<file path="config.mk">
export PLATFORM = sky130hd
export DESIGN_NAME = ice40_serdes_sync_ctrl_flat
export DESIGN_NICKNAME = d
export VERILOG_FILES = /design/src/rtl/ice40_serdes_sync_ctrl_if.sv /design/src/rtl/ice40_serdes_sync_ctrl.sv /design/src/flat_wrapper.sv
export SDC_FILE = /design/constraint.sdc
export NUM_CORES = 1
export LEC_CHECK = 0
export ABC_AREA = 1
export CORE_MARGIN = 3
export CORE_UTILIZATION = 35
export DETAILED_ROUTE_END_ITERATION = 8
export HOLD_SLACK_MARGIN = 0.12
export PLACE_DENSITY = 0.67
export SLEW_MARGIN = 0
export SYNTH_ARGS = -nofsm -noshare
export SYNTH_HDL_FRONTEND = slang
export SYNTH_SLANG_ARGS = --single-unit
</file>
<file path="constraint.sdc">
create_clock -name clk_fast -period 2 [get_ports clk_fast]
set_input_delay 0.4 -clock clk_fast [delete_from_list [all_inputs] [get_ports clk_fast]]
set_output_delay 0.4 -clock clk_fast [all_outputs]
set_load 0.02 [all_outputs]
</file>
<file path="src/rtl/ice40_serdes_sync_ctrl_if.sv">
// Control/status bundle between the SERDES sync sequencer and its surroundings.
// The master side drives lock/restart/sync; the slave side is the sequencer itself.
interface ice40_serdes_sync_ctrl_if;
    logic       pll_lock;
    logic       restart;
    logic       sync;
    logic       sync_rst;
    logic       aligned;
    logic       fault;
    logic [7:0] err_cnt;
    logic [2:0] state;

    modport master (
        output pll_lock, restart, sync,
        input  sync_rst, aligned, fault, err_cnt, state
    );

    modport slave (
        input  pll_lock, restart, sync,
        output sync_rst, aligned, fault, err_cnt, state
    );
endinterface

</file>
<file path="src/rtl/ice40_serdes_sync_ctrl.sv">
// SERDES clock-phase synchronizer sequencer: waits for PLL lock, pulses the
// synchronizer reset, then qualifies the sync pulse period before reporting alignment.
module ice40_serdes_sync_ctrl #(
    parameter int RATIO     = 4,
    parameter int LOCK_WAIT = 256,
    parameter int RST_HOLD  = 8,
    parameter int FIRST_TMO = 32,
    parameter int CHECK_N   = 8,
    parameter int MAX_RETRY = 3
) (
    input  logic                    clk_fast,
    input  logic                    rst,
    ice40_serdes_sync_ctrl_if.slave ctrl
);

    // states: 0 wait lock | 1 hold sync_rst | 2 await first pulse | 3 qualify period | 4 aligned | 5 fault
    localparam logic [2:0] S_WAIT_LOCK = 3'd0;
    localparam logic [2:0] S_HOLD      = 3'd1;
    localparam logic [2:0] S_FIRST     = 3'd2;
    localparam logic [2:0] S_CHECK     = 3'd3;
    localparam logic [2:0] S_ALIGNED   = 3'd4;
    localparam logic [2:0] S_FAULT     = 3'd5;

    localparam int LW = $clog2(LOCK_WAIT + 1);
    localparam int HW = $clog2(RST_HOLD + 1);
    localparam int TW = $clog2(FIRST_TMO + 1);
    localparam int PW = $clog2(RATIO);
    localparam int GW = $clog2(CHECK_N + 1);
    localparam int RW = $clog2(MAX_RETRY + 1);

    localparam logic [LW-1:0] LOCK_LAST  = LW'(LOCK_WAIT - 1);
    localparam logic [HW-1:0] HOLD_LAST  = HW'(RST_HOLD - 1);
    localparam logic [TW-1:0] TMO_LAST   = TW'(FIRST_TMO - 1);
    localparam logic [PW-1:0] PHASE_LAST = PW'(RATIO - 1);
    localparam logic [GW-1:0] GOOD_LAST  = GW'(CHECK_N - 1);
    localparam logic [RW-1:0] RETRY_MAX  = RW'(MAX_RETRY);

    logic [2:0]    r_state;
    logic [LW-1:0] r_lock_cnt;
    logic [HW-1:0] r_hold_cnt;
    logic [TW-1:0] r_tmo_cnt;
    logic [PW-1:0] r_phase;
    logic [GW-1:0] r_good_cnt;
    logic [RW-1:0] r_retry;
    logic [7:0]    r_err_cnt;
    logic          r_sync_rst;
    logic          r_aligned;
    logic          r_fault;

    logic [2:0]    w_state_nxt;
    logic [RW-1:0] w_retry_inc;
    logic          w_phase_last;
    logic          w_good;
    logic          w_err;
    logic          w_fail;
    logic          w_lock_done;
    logic          w_check_done;
    logic          w_restart;
    logic          w_ovr;
    logic          w_attempt_fail;
    logic          w_err_hit;
    logic          w_retry_clr;
    logic          w_in_track;
    logic          w_stay_track;

    always_comb begin
        w_state_nxt  = r_state;
        w_phase_last = (r_phase == PHASE_LAST);
        w_good       = 1'b0;
        w_err        = 1'b0;
        w_fail       = 1'b0;
        w_lock_done  = 1'b0;
        w_check_done = 1'b0;
        w_restart    = ctrl.pll_lock && ctrl.restart;
        w_ovr        = !ctrl.pll_lock || ctrl.restart;
        w_retry_inc  = r_retry + RW'(1);

        case (r_state)
            S_WAIT_LOCK: begin
                if (ctrl.pll_lock && r_lock_cnt == LOCK_LAST) begin
                    w_state_nxt = S_HOLD;
                    w_lock_done = 1'b1;
                end
            end
            S_HOLD: begin
                if (r_hold_cnt == HOLD_LAST) w_state_nxt = S_FIRST;
            end
            S_FIRST: begin
                if (ctrl.sync) w_state_nxt = S_CHECK;
                else if (r_tmo_cnt == TMO_LAST) w_fail = 1'b1;
            end
            S_CHECK, S_ALIGNED: begin
                w_good = ctrl.sync && w_phase_last;
                w_err  = ctrl.sync != w_phase_last;
                if (w_err) begin
                    w_fail = 1'b1;
                end else if (r_state == S_CHECK && w_good && r_good_cnt == GOOD_LAST) begin
                    w_state_nxt  = S_ALIGNED;
                    w_check_done = 1'b1;
                end
            end
            S_FAULT: w_state_nxt = S_FAULT;
            default: w_state_nxt = S_WAIT_LOCK;
        endcase

        if (w_fail) w_state_nxt = (w_retry_inc >= RETRY_MAX) ? S_FAULT : S_HOLD;

        // Lock loss beats restart, and both beat whatever the pulse checker decided.
        if (!ctrl.pll_lock) begin
            if (r_state != S_WAIT_LOCK) w_state_nxt = S_WAIT_LOCK;
        end else if (ctrl.restart) begin
            w_state_nxt = S_HOLD;
        end

        w_attempt_fail = w_fail && !w_ovr;
        w_err_hit      = w_err && (r_state == S_ALIGNED) && !w_ovr;
        w_retry_clr    = w_restart || ((w_lock_done || w_check_done) && !w_ovr);
        w_in_track     = (r_state == S_CHECK) || (r_state == S_ALIGNED);
        w_stay_track   = w_in_track && ((w_state_nxt == S_CHECK) || (w_state_nxt == S_ALIGNED));
    end

    always_ff @(posedge clk_fast or posedge rst) begin
        if (rst) begin
            r_state    <= S_WAIT_LOCK;
            r_lock_cnt <= '0;
            r_hold_cnt <= '0;
            r_tmo_cnt  <= '0;
            r_phase    <= '0;
            r_good_cnt <= '0;
            r_retry    <= '0;
            r_err_cnt  <= '0;
            r_sync_rst <= 1'b1;
            r_aligned  <= 1'b0;
            r_fault    <= 1'b0;
        end else begin
            r_state <= w_state_nxt;

            if (r_state == S_WAIT_LOCK && w_state_nxt == S_WAIT_LOCK && ctrl.pll_lock)
                r_lock_cnt <= r_lock_cnt + LW'(1);
            else
                r_lock_cnt <= '0;

            // A restart while already holding starts a fresh full-length hold.
            if (r_state == S_HOLD && w_state_nxt == S_HOLD && !w_restart)
                r_hold_cnt <= r_hold_cnt + HW'(1);
            else
                r_hold_cnt <= '0;

            if (r_state == S_FIRST && w_state_nxt == S_FIRST)
                r_tmo_cnt <= r_tmo_cnt + TW'(1);
            else
                r_tmo_cnt <= '0;

            if (w_stay_track)
                r_phase <= w_phase_last ? '0 : r_phase + PW'(1);
            else
                r_phase <= '0;

            if (r_state == S_CHECK && w_state_nxt == S_CHECK) begin
                if (w_good) r_good_cnt <= r_good_cnt + GW'(1);
            end else begin
                r_good_cnt <= '0;
            end

            if (w_retry_clr)         r_retry <= '0;
            else if (w_attempt_fail) r_retry <= w_retry_inc;

            if (w_err_hit && r_err_cnt != 8'hFF) r_err_cnt <= r_err_cnt + 8'd1;

            r_sync_rst <= !((w_state_nxt == S_FIRST) || (w_state_nxt == S_CHECK) ||
                            (w_state_nxt == S_ALIGNED));
            r_aligned  <= (w_state_nxt == S_ALIGNED);
            r_fault    <= (w_state_nxt == S_FAULT);
        end
    end

    assign ctrl.sync_rst = r_sync_rst;
    assign ctrl.aligned  = r_aligned;
    assign ctrl.fault    = r_fault;
    assign ctrl.err_cnt  = r_err_cnt;
    assign ctrl.state    = r_state;

endmodule

</file>
<file path="src/flat_wrapper.sv">
// flat-port wrapper written by rule: the top's interface ports become plain ports
module ice40_serdes_sync_ctrl_flat 
#(
    parameter int RATIO     = 4,
    parameter int LOCK_WAIT = 256,
    parameter int RST_HOLD  = 8,
    parameter int FIRST_TMO = 32,
    parameter int CHECK_N   = 8,
    parameter int MAX_RETRY = 3
)
  (clk_fast, rst, ctrl_pll_lock, ctrl_restart, ctrl_sync, ctrl_sync_rst, ctrl_aligned, ctrl_fault, ctrl_err_cnt, ctrl_state);
  ice40_serdes_sync_ctrl_if ctrl_i ();
  input  logic clk_fast;
  input  logic rst;
  input wire logic [$bits(ctrl_i.pll_lock)-1:0] ctrl_pll_lock;
  input wire logic [$bits(ctrl_i.restart)-1:0] ctrl_restart;
  input wire logic [$bits(ctrl_i.sync)-1:0] ctrl_sync;
  output wire logic [$bits(ctrl_i.sync_rst)-1:0] ctrl_sync_rst;
  output wire logic [$bits(ctrl_i.aligned)-1:0] ctrl_aligned;
  output wire logic [$bits(ctrl_i.fault)-1:0] ctrl_fault;
  output wire logic [$bits(ctrl_i.err_cnt)-1:0] ctrl_err_cnt;
  output wire logic [$bits(ctrl_i.state)-1:0] ctrl_state;
  assign ctrl_i.pll_lock = ctrl_pll_lock;
  assign ctrl_i.restart = ctrl_restart;
  assign ctrl_i.sync = ctrl_sync;
  assign ctrl_sync_rst = ctrl_i.sync_rst;
  assign ctrl_aligned = ctrl_i.aligned;
  assign ctrl_fault = ctrl_i.fault;
  assign ctrl_err_cnt = ctrl_i.err_cnt;
  assign ctrl_state = ctrl_i.state;
  ice40_serdes_sync_ctrl #(.RATIO(RATIO), .LOCK_WAIT(LOCK_WAIT), .RST_HOLD(RST_HOLD), .FIRST_TMO(FIRST_TMO), .CHECK_N(CHECK_N), .MAX_RETRY(MAX_RETRY)) u_core (.clk_fast(clk_fast), .rst(rst), .ctrl(ctrl_i));
endmodule
</file>
==> flow_summary.yaml <==
final_layout:
  instances_no_fill: 370
  area_growth_pct: 35.0
  antenna_cells: 0
  utilization: 0.506
  final_area_mm2: 0.00289
  drive_gt1_frac: 0.356
  nNetsFinal: 311
power:
  p_leak_nw: 1.37
  p_comb_frac: 0.201
  power_density_mw_per_mm2: 602
  internal-power_w: 0.00124
  p_sw_w: 0.000502
  ir_drop_v: 0.000293
  sw_frac_of_total: 0.288
  clock_power_share: 0.300
  seqPwrFrac: 0.499
detailed_routing:
  drc: 0
  first_pass_iters: 4
  drtAntennaViolNets: 0
  vias: 1701
  routed_wl_um: 4380
  wl_per_cell_um: 11.8
  drtIter0Drc: 84
  via_per_inst: 4.60
timing:
  setup_viol: 26
  fin_skew_ns: 0.00661
  grt_setup_unrepaired: "true"
  final.setup.worst_slack_ns: -0.114
  fmax_ghz: 0.473
  post-route-min-period_ns: 2.11
  worst_pin_slew_ns: 0.654
  period_share: 1.06
  max_slew_margin: 0.560
  slew_viol_final: 0
  hold_viol_final: 0
synthesis:
  seq_area_frac_synth: 0.480
  yosys_register_bits: 41
  synth_top_area_frac: 0.467
  synth_cells: 238
  ys_types: 31
  synth_area_leaders: "dfrtp_1 47%, nand2_1 7.2%, nor2_1 5.8%"
  synth-edff-count: 0
  avgSynthCellArea_um2: 9.00
  syn-num-nets: 252
  synthTopCellsByCount: "41 x nand2_1, 40 x dfrtp_1, 33 x nor2_1"
  yosysTopAreaCell: "dfrtp_1"
  yosys.cell_count.top_type: "nand2_1"
  synth_top_flop_cell: "dfrtp_1"
  yosys_warnings: 0
  ys_async_sr_fraction: 1.00
  synth.cell_area_mm2: 0.00214
setup_path:
  cp.required_ns: 2.23
  cp-start-kind: "flop"
  rrSetupSlack_ns: -0.11
  crit_type: "flop to flop"
  endpoint_kind: "flop"
  crit_start: "u_core.r_lock_cnt[0]"
  cp.arrival_ns: 2.34
  rr_worst_depth: 19
  r2r_end: "u_core.r_good_cnt[1]"
  r2r_start: "u_core.r_lock_cnt[0]"
  path_max_fanout: 6
floorplan:
  io_pins: 19
  dieArea_mm2: 0.00709
  core_area_mm2: 0.00571
  die_w_um: 84.2
  die-height_um: 84.2
  initial_core_util: 0.375
  num_rows: 27
job:
  maxCapViolations: 0
global_route:
  grt_overflow: 0
  grt_max_degree: 17
  grt_pass1_wl_um: 7650
  grt_use_total: 0.133
  antenna_found_initial: 0
  grt_pass1_vias: 1747
clock_tree:
  cts_buffers: 5
  cts_max_level: 2
  clk_path_buf_depth: 2
  path_clk_slew_ns: 0.08
  postCtsHoldBufs: 0
  tritoncts: "built"
  clock-sinks: 41
  cts_root_buffer: "clkbuf_8"
  clock_latency_ns: 0.29
placed_design:
  gp_congestion: 0.827
  post-dp-hpwl_um: 3000
  dp.cells: 354
  port_buffers: 18
  dpl_cell_area_mm2: 0.00260
outcome:
  violations: "setup timing"
  status: "finished with violations"
worst_hold_path:
  hold_path_class: "input port to async pin"
worst max-delay path by stage:
stage / end / cells after the start
3_5_place_dp: u_core.ctrl.fault / 9
4_1_cts: u_core.ctrl.fault / 17
6_report: u_core.r_good_cnt[1] / 19
5_1_grt: u_core.r_good_cnt[2] / 19
3_3_place_gp: u_core.ctrl.fault / 9
2_1_floorplan: u_core.r_phase[0] / 20
layer usage:
metal | share of wire | up-vias | global-route usage
met3 | 0.036 | 11 | 0.0461
met4 | 0.028 | 0 | 0.0556
met5 | 0 | - | 0
met2 | 0.46 | 27 | 0.203
li1 | - | 870 | -
met1 | 0.47 | 793 | 0.172
worst max-delay path, stage by stage, from the launching register on:
cell and delay (ns):
dfrtp_1 0.36, ha_2 0.19, nand2_2 0.06, inv_2 0.07, nand2_4 0.06, nor2_4 0.10, nand3_2 0.10, nor2_2 0.10
ha_2 0.16, nand2_1 0.04, inv_1 0.05, nand3_2 0.07, nand3_2 0.08, nor2_2 0.04, nand2_2 0.08, nand2_4 0.10
inv_6 0.10, buf_12 0.10, nand3_4 0.08, a21oi_2 0.11
cell type report:
class / count / area [µm²]
fillers: 540 / 2820
multi-input cells: 159 / 1090
flip-flops and latches: 41 / 1030
repair buffers: 52 / 455
inverters: 38 / 149
well taps: 72 / 90.1
clock buffers: 6 / 72.6
clock inverters: 2 / 10.0
power groups by stage:
stage,Sequential (W),Combinational [W],Clock [W]
after floorplan,0.000887,0.000139,0
after detailed placement,0.000883,0.000234,0
after global placement,0.000883,0.000230,0
after global routing,0.000872,0.000374,0.000590
after CTS,0.000868,0.000301,0.000549
final,0.000869,0.000349,0.000523
sequential cells by signal, indices dropped and copies added, names as in the netlist, 2 cells and up:
signal and flops:
u_core.ctrl.err_cnt 8, u_core.ctrl.state 3, u_core.r_good_cnt 4, u_core.r_hold_cnt 4, u_core.r_lock_cnt 9, u_core.r_phase 2
u_core.r_retry 2, u_core.r_tmo_cnt 6
logic make-up (layout without fill, tap and decap cells):
group,count (synthesis),in the layout,synth area share
simple gates,126,127,0.320
flops,41,41,0.480
buf+inv,39,98,0.0724
compound gates,12,12,0.0310
xor+xnor,11,11,0.0450
fa+ha+maj,9,9,0.0526
metrics by stage:
step | power, W | hold slack, ns | worst slack (ns) | TNS [ns]
floorplan | 0.00103 | 0.431 | 0.00172 | 0
global placement | 0.00111 | 0.452 | -0.191 | -3.29
detailed placement | 0.00112 | 0.457 | -0.232 | -4.54
CTS | 0.00172 | 0.400 | -0.0647 | -0.969
global route | 0.00184 | 0.415 | -0.283 | -7.24
finish | 0.00174 | 0.386 | -0.114 | -2.03
cell usage in the layout, fill, tap and decap left out, drive strengths merged:
cell type      netlist  final
clkbuf               0      6
nand2               46     46
or2                  4      4
nor3                10     10
xnor2                4      4
xor2                 7      7
nor4                 1      1
a21oi                8      8
nand3b               1      1
nor3b                2      2
buf                  1     34
inv                 37     37
clkdlybuf4s50        0     18
a211oi               1      1
clkinv               1      3
o21ai                3      3
ha                   9      9
nor2                37     37
and3                 1      1
nand3               20     20
nand4                4      5
dfrtp               40     40
dfstp                1      1
timing repair:
action | 4_1_cts | 5_1_grt
hold endpoints to repair | 0 | 0
gates cloned | 1 | 0
resized for setup | 23 | 15
endpoints found under the setup margin | 27 | 34
setup buffers | 5 | 3
pin swaps | 10 | 14
(Power assumes the default switching activity.)
